<file path="config.mk">
export PLATFORM = sky130hd
export DESIGN_NAME = dmi_request_sequencer
export DESIGN_NICKNAME = d
export VERILOG_FILES = /design/src/rtl/dmi_pkg.sv /design/src/rtl/dmi_request_sequencer.sv
export SDC_FILE = /design/constraint.sdc
export NUM_CORES = 1
export LEC_CHECK = 0
export BUFFER_PORTS_ARGS = -buffer_cell sky130_fd_sc_hd__buf_4
export CAP_MARGIN = 20
export CORE_MARGIN = 4
export CORE_UTILIZATION = 44
export DETAILED_ROUTE_END_ITERATION = 6
export GPL_ROUTABILITY_DRIVEN = 0
export GPL_TIMING_DRIVEN = 0
export PLACE_DENSITY = 0.92
export SYNTH_ARGS = -nofsm -noshare
export SYNTH_HDL_FRONTEND = slang
export SYNTH_SLANG_ARGS = --single-unit
</file>
<file path="constraint.sdc">
create_clock -name clk_i -period 3.32 [get_ports clk_i]
set_clock_uncertainty 0.15 [all_clocks]
set_input_delay 0.664 -clock clk_i [delete_from_list [all_inputs] [get_ports clk_i]]
set_output_delay 0.664 -clock clk_i [all_outputs]
set_load 0.01 [all_outputs]
</file>
<file path="src/rtl/dmi_pkg.sv">
// Shared DMI definitions: op codes, sticky status codes, sequencer states and
// the debug-module register addresses used by the DMI request path.
package dmi_pkg;

  typedef enum logic [1:0] {
    DMI_OP_NOP   = 2'd0,
    DMI_OP_READ  = 2'd1,
    DMI_OP_WRITE = 2'd2,
    DMI_OP_RSVD  = 2'd3
  } dmi_op_e;

  typedef enum logic [1:0] {
    DMI_ST_OK     = 2'd0,
    DMI_ST_FAILED = 2'd2,
    DMI_ST_BUSY   = 2'd3
  } dmi_status_e;

  typedef enum logic [1:0] {
    ST_IDLE  = 2'd0,
    ST_ISSUE = 2'd1,
    ST_WAIT  = 2'd2
  } seq_state_e;

  localparam logic [6:0] DMI_ADDR_DATA0     = 7'h04;
  localparam logic [6:0] DMI_ADDR_DMCONTROL = 7'h10;
  localparam logic [6:0] DMI_ADDR_DMSTATUS  = 7'h11;

endpackage

</file>
<file path="src/rtl/dmi_request_sequencer.sv">
// Turns TAP dmi Update-DR requests into single start/done wishbone transactions,
// with one outstanding access, a hang timeout and the sticky DMI status.
module dmi_request_sequencer
  import dmi_pkg::*;
#(
  parameter int ABITS          = 7,
  parameter int DATA_W         = 32,
  parameter int WB_DATA_W      = 64,
  parameter int TIMEOUT_CYCLES = 1024
) (
  input  logic                 clk_i,
  input  logic                 rst_i,
  input  logic                 dmi_req_valid_i,
  input  logic [1:0]           dmi_req_op_i,
  input  logic [ABITS-1:0]     dmi_req_addr_i,
  input  logic [DATA_W-1:0]    dmi_req_data_i,
  input  logic                 dmireset_i,
  input  logic                 dmihardreset_i,
  output logic [DATA_W-1:0]    dmi_rsp_data_o,
  output logic [1:0]           dmi_rsp_op_o,
  output logic                 busy_o,
  output logic                 start_read_transaction_o,
  output logic                 start_write_transaction_o,
  output logic [31:0]          addr_o,
  output logic [WB_DATA_W-1:0] write_transaction_data_o,
  input  logic                 done_i,
  input  logic [WB_DATA_W-1:0] read_data_i
);

  localparam int CNT_W = (TIMEOUT_CYCLES > 2) ? $clog2(TIMEOUT_CYCLES) : 1;
  localparam logic [CNT_W-1:0] CNT_MAX = CNT_W'(TIMEOUT_CYCLES - 1);

  seq_state_e            state_q;
  dmi_status_e           status_q, status_d;
  logic [CNT_W-1:0]      cnt_q;
  logic                  is_read_q;
  logic [DATA_W-1:0]     rsp_data_q;
  logic                  busy_q;
  logic                  start_rd_q, start_wr_q;
  logic [31:0]           addr_q;
  logic [WB_DATA_W-1:0]  wdata_q;

  logic                  req_rw;
  logic                  req_is_read;
  logic                  accept;
  logic                  timeout;
  logic [31:0]           addr_ext;
  logic [WB_DATA_W-1:0]  wdata_ext;
  logic                  unused_rd;

  assign unused_rd = ^read_data_i;

  always_comb begin
    req_is_read = (dmi_req_op_i == DMI_OP_READ);
    req_rw      = dmi_req_valid_i &&
                  ((dmi_req_op_i == DMI_OP_READ) || (dmi_req_op_i == DMI_OP_WRITE));
    accept      = !dmihardreset_i && req_rw && (state_q == ST_IDLE) &&
                  (status_q == DMI_ST_OK);
    timeout     = (state_q == ST_WAIT) && !done_i && (cnt_q == CNT_MAX);

    addr_ext                  = '0;
    addr_ext[ABITS-1:0]       = dmi_req_addr_i;
    wdata_ext                 = '0;
    wdata_ext[DATA_W-1:0]     = dmi_req_data_i;
  end

  // Sticky status: clears first, then failure (never over busy), then busy wins,
  // so a dmireset coinciding with a busy-causing request still leaves BUSY.
  always_comb begin
    status_d = status_q;
    if (dmihardreset_i) begin
      status_d = DMI_ST_OK;
    end else begin
      if (dmireset_i) begin
        status_d = DMI_ST_OK;
      end else if (timeout && (status_q != DMI_ST_BUSY)) begin
        status_d = DMI_ST_FAILED;
      end
      if (req_rw && (state_q != ST_IDLE)) begin
        status_d = DMI_ST_BUSY;
      end
    end
  end

  always_ff @(posedge clk_i or posedge rst_i) begin
    if (rst_i) begin
      state_q    <= ST_IDLE;
      status_q   <= DMI_ST_OK;
      cnt_q      <= '0;
      is_read_q  <= 1'b0;
      rsp_data_q <= '0;
      busy_q     <= 1'b0;
      start_rd_q <= 1'b0;
      start_wr_q <= 1'b0;
      addr_q     <= '0;
      wdata_q    <= '0;
    end else begin
      status_q   <= status_d;
      start_rd_q <= 1'b0;
      start_wr_q <= 1'b0;
      if (dmihardreset_i) begin
        state_q <= ST_IDLE;
        busy_q  <= 1'b0;
      end else begin
        case (state_q)
          ST_IDLE: begin
            if (accept) begin
              addr_q     <= addr_ext;
              wdata_q    <= wdata_ext;
              is_read_q  <= req_is_read;
              start_rd_q <= req_is_read;
              start_wr_q <= !req_is_read;
              busy_q     <= 1'b1;
              state_q    <= ST_ISSUE;
            end
          end
          ST_ISSUE: begin
            cnt_q   <= '0;
            state_q <= ST_WAIT;
          end
          ST_WAIT: begin
            if (done_i) begin
              if (is_read_q) begin
                rsp_data_q <= read_data_i[DATA_W-1:0];
              end
              busy_q  <= 1'b0;
              state_q <= ST_IDLE;
            end else if (cnt_q == CNT_MAX) begin
              busy_q  <= 1'b0;
              state_q <= ST_IDLE;
            end else begin
              cnt_q <= cnt_q + CNT_W'(1);
            end
          end
          default: begin
            busy_q  <= 1'b0;
            state_q <= ST_IDLE;
          end
        endcase
      end
    end
  end

  assign dmi_rsp_data_o            = rsp_data_q;
  assign dmi_rsp_op_o              = status_q;
  assign busy_o                    = busy_q;
  assign start_read_transaction_o  = start_rd_q;
  assign start_write_transaction_o = start_wr_q;
  assign addr_o                    = addr_q;
  assign write_transaction_data_o  = wdata_q;

endmodule

</file>
After elaboration in Yosys (flattened, before gate mapping)
Index checks and enable logic that the tools add are counted.

Add/subtract/negate cells: 1. Eq/ne operators: 11. Mux-type cells: 23. Bitwise operators: 1. Reduce and logical (&&, ||, !) cells: 22.

Operators with widths (number): 10-bit two-way mux (2); 10-bit one-hot mux with 2 select lines (1); 2-bit two-way mux (8); 10-bit by 1-bit adder with 10-bit output, second input constant (1); 10-bit == test, second input constant (1); 1-bit two-way mux (10); 1-bit logical AND (8); 2-bit inequality test, second input constant (4); 4-bit AND reduction (2); 2-bit one-hot mux with 3 select lines (1); 3-bit AND reduction (2); 2-bit by 1-bit == test with 1-bit output, second input constant (2); 2-bit == test, second input constant (2); 2-bit zero test (2); 4-bit by 3-bit inequality test with 1-bit output, second input constant (1); 2-bit nonzero test (2); 4-bit nonzero test (1); 1-bit zero test (3); 3-bit inequality test, second input constant (1); 1-bit one-hot mux with 3 select lines (1); 2-bit AND reduction (1); 1-bit logical OR (1); 1-bit inverter (1).

Register bits: 89. Bits of input ports: 111. Output and inout bits: 133. Logic and storage cells: 68.

Longest topological paths before layout
Depth in word-level cells: 9. Gate-level depth with buffers: 7. Depth with buffers taken out: 6.

Worst setup path before layout
No wires, ideal clock.

Kind: input to register. Start: input port dmi_req_op_i[1]. End: register addr_q[5] (netlist: addr_o[5]). Library setup time: 0.125 ns. Data arrival time: 1.777 ns. Required time: 3.045 ns. Path slack: 1.268 ns. Stages on the path: 6. Path buffers: 1. Cell sequence: inv_1 -> ha_1 -> nor2b_1 -> nand3_1 -> buf_2 -> mux2_2.

Cells in the longest elaborated chain, start to end: 7. Elaborated cells on any way between the ends: 8. Those cells by class: eq/ne (2); reduce/logical (6).

RTL lines: start: declaration (line dmi_request_sequencer.sv:14) `input logic [1:0] dmi_req_op_i,`; 2-bit by 1-bit == test with 1-bit output / 2-bit == test (equally long branches) (line dmi_request_sequencer.sv:56) `((dmi_req_op_i == DMI_OP_READ) || (dmi_req_op_i == DMI_OP_WRITE));`; 1-bit logical OR (*) (line dmi_request_sequencer.sv:56); 1-bit logical AND (*) (line dmi_request_sequencer.sv:55) `req_rw = dmi_req_valid_i &&`; 1-bit logical AND (*) (3 in a row) (line dmi_request_sequencer.sv:57) `accept = !dmihardreset_i && req_rw && (state_q == ST_IDLE) &&`; 3-bit AND reduction (no line) (*); end signal: assignment (line dmi_request_sequencer.sv:108) `addr_q <= addr_ext;`; end: declaration (line dmi_request_sequencer.sv:40) `logic [31:0] addr_q;`.

Mark *: on every way between the ends. The rest lies on a longest branch, timed or not. A chain may end at the register's enable or synchronous reset.

Final worst setup path
Start: input port dmi_req_op_i[0]. End: register wdata_q[10] (netlist: write_transaction_data_o[10]).

Cells in the longest elaborated chain, start to end: 7. Elaborated cells on any way between the ends: 8. Those cells by class: eq/ne (2); reduce/logical (6).

RTL lines: 2-bit by 1-bit == test with 1-bit output / 2-bit == test (equally long branches) (line dmi_request_sequencer.sv:56); 1-bit logical OR (*) (line dmi_request_sequencer.sv:56); 1-bit logical AND (*) (line dmi_request_sequencer.sv:55); 1-bit logical AND (*) (3 in a row) (line dmi_request_sequencer.sv:57); 3-bit AND reduction (no line) (*); end signal: assignment (line dmi_request_sequencer.sv:109) `wdata_q <= wdata_ext;`; end: declaration (line dmi_request_sequencer.sv:41) `logic [WB_DATA_W-1:0] wdata_q;`.

Marks and branches as above.

==> qor.yml <==
r2r-end: "cnt_q[1]"
grt_pass1_wl_mm: 15.2
multi_input_area_um2: 1560
path_clk_slew_ns: 0.09
netlist_area_um2: 4150
power_switching_uw: 858
fmax_mhz: 501
p_sw_frac: 0.282
power_frac_comb: 0.280
tightest_slew_ns: 0.522
port_buffers: 154
rsz0062_at_grt: "false"
setup_viol: 0
synthCells: 303
grt_max_degree: 55
p_leak_uw: 0.00314
hold_path.class: "in2async"
cap_viol_max_count: 0
ys_warn_count: 0
vias: 2927
overflow: 0
vias_per_cell: 4.57
r2r_start: "state_q[0]"
max_slew_margin: 0.651
cts_root_buf: "clkbuf_8"
cts_tree: "yes"
globalRouteTotalUtil: 0.169
p_seq_frac: 0.464
power.share.clock: 0.256
critPathKind: "in2reg"
slew_viol_final: 0
final_common_cell: "buf_4"
ir_drop_mv: 0.288
cts-resized-gates: 0
cts_hold_buf: 0
seqCellArea_um2: 2230
drt_drc_violations_left: 0
design_area_um2: 5900
die_area_um2: 11000
grt_antenna_before_repair: 0
n_antenna_cell: 0
syn2layout_area_growth_pct: 42.2
hold_viol: 0
post-route-min-period_ns: 2.00
worstRegToRegCells: 5
avgSynthCellArea_um2: 13.7
seq_area_frac_synth: 0.537
fill_cells: 687
clock_latency_ns: 0.34
required_ns: 3.40
cts_buffers: 9
status: "finished clean"
cts_max_level: 3
place_hpwl_mm: 7.40
r2r_setup_slack_ns: 1.39
clock_path_buffers: 2
post_cts_buffers: 0
cts_sinks: 89
drive_gt1_frac: 0.591
finalCritPeriodShare: 0.601
cp-end-kind: "flip-flop"
cp.arrival_ns: 2.07
cp_max_fo: 10
intPower_uw: 2180
routed_wl_mm: 9.36
rows: 35
start_util: 0.451
nets: 638
io_pins: 244
wire_per_inst_um: 14.6
core_um2: 9200
ys_ff_latch: 89
power_density_nw_per_um2: 515
setup.worst_path.start_class: "input pin"
first_global_vias: 3066
fp.dieW_um: 105
ant_nets: 0
dr.pass1.iters: 4
final_util: 0.641
placed_area_um2: 5680
drtIter0Drc: 113
synthDistinctLibCells: 40
layout_common_cells: "buf_4, dfrtp_1, conb_1"
p_total_uw: 3040
die_y_um: 105
-- area by class of cell --
cell class	count	share of cell area
plain buffers	67	0.0912
clock buffers	10	0.0233
clock inverters	6	0.0131
inverters	9	0.00615
multi-input cells	194	0.264
flip-flops and latches	89	0.378
well taps	111	0.0235
repair buffers	155	0.201
-- Yosys cell counts --
| cell | instances | share of area |
|---|---|---|
| mux2i_1 | 2 | 0.0048 |
| nor2b_2 | 1 | 0.0021 |
| or4b_4 | 1 | 0.0033 |
| nand2_1 | 6 | 0.0054 |
| inv_1 | 9 | 0.0081 |
| a41oi_1 | 1 | 0.0021 |
| buf_2 | 4 | 0.0048 |
| dfrtp_1 | 89 | 0.54 |
| and4_1 | 1 | 0.0021 |
| buf_4 | 58 | 0.10 |
| and2_1 | 2 | 0.0030 |
| buf_12 | 3 | 0.014 |
| nor4_1 | 1 | 0.0015 |
| o21ai_0 | 3 | 0.0036 |
| a31oi_1 | 7 | 0.011 |
| o41ai_1 | 1 | 0.0021 |
| o211a_1 | 1 | 0.0024 |
| mux2_4 | 30 | 0.11 |
| nor4b_2 | 1 | 0.0036 |
| a21o_1 | 2 | 0.0036 |
| nand4_2 | 1 | 0.0030 |
| o311a_1 | 1 | 0.0024 |
| nor2_1 | 8 | 0.0072 |
| nand3_1 | 3 | 0.0036 |
| ha_1 | 2 | 0.0060 |
| nor3_1 | 2 | 0.0024 |
| and3_1 | 2 | 0.0030 |
| nor2b_1 | 1 | 0.0015 |
| mux2_1 | 2 | 0.0054 |
| mux2_2 | 39 | 0.11 |
| o21ai_1 | 1 | 0.0012 |
| buf_6 | 2 | 0.0054 |
| conb_1 | 1 | 0.00090 |
| nand4_1 | 2 | 0.0030 |
| o311ai_0 | 1 | 0.0021 |
| a21oi_1 | 6 | 0.0072 |
| a211oi_1 | 2 | 0.0036 |
| nor3_2 | 1 | 0.0024 |
| and4b_1 | 1 | 0.0024 |
| nand2b_1 | 2 | 0.0030 |
-- worst max path at each step --
stage                                from                           end  slack (ns)  cells after the start
after floorplan                     rst_i                     addr_o[0]        0.20                      1
after global placement              rst_i  write_transaction_data_o[24]       -0.74                      2
after detailed placement  dmi_req_op_i[0]  write_transaction_data_o[23]        0.92                      6
after CTS                 dmi_req_op_i[0]  write_transaction_data_o[10]        1.29                      6
after global routing             cnt_q[0]               dmi_rsp_op_o[0]        1.20                      5
final                     dmi_req_op_i[0]  write_transaction_data_o[10]        1.32                      6
-- flip-flops by register name (all words and copies together) (netlist names) --
name	count
addr_o	7
busy_o	1
cnt_q	10
dmi_rsp_data_o	32
dmi_rsp_op_o	2
is_read_q	1
start_read_transaction_o	1
start_write_transaction_o	1
state_q	2
write_transaction_data_o	32
-- logic make-up (layout without fill, tap and decap cells) --
| group | after synthesis | count (layout) | synth area share |
|---|---|---|---|
| flip-flops | 89 | 89 | 0.537 |
| other | 1 | 57 | 0.000904 |
| adder cells (fa/ha/maj) | 2 | 2 | 0.00603 |
| AND/OR/NAND/NOR | 36 | 36 | 0.0528 |
| AO/OA/AOI/OAI | 26 | 26 | 0.0410 |
| multiplexers | 73 | 73 | 0.225 |
| buffers and inverters | 76 | 247 | 0.138 |
-- layer usage --
layer,routed length (µm),part of all wire,vias up,global-route usage
met1,3610,0.39,1407,0.197
li1,-,-,1379,-
met3,712,0.076,12,0.0469
met4,122,0.013,0,0.0487
met2,4920,0.53,129,0.302
met5,0,0,-,0
-- power groups by stage --
stage / sequential [µW] / combinational [µW] / clock (µW)
3_3_place_gp: 1410 / 832 / 0
3_5_place_dp: 1430 / 861 / 0
5_1_grt: 1430 / 916 / 858
6_report: 1410 / 851 / 778
4_1_cts: 1410 / 863 / 801
2_1_floorplan: 1500 / 327 / 0
-- critical path, cell delays in order --
cell	delay, ns
buf_4	0.11
ha_1	0.27
nor2b_1	0.15
nand3_1	0.28
buf_2	0.30
mux2_2	0.29
-- metrics by stage --
step           setup slack, ns  hold slack [ns]  TNS (ns)  cells
3_3_place_gp            -0.741            0.318    -65.58    624
6_report                  1.32            0.181         0    641
2_1_floorplan            0.199            0.293         0    359
3_5_place_dp             0.921            0.326         0    625
4_1_cts                   1.29            0.180         0    641
5_1_grt                   1.20            0.198         0    641
Note: power is estimated with default switching activity, not from simulation.
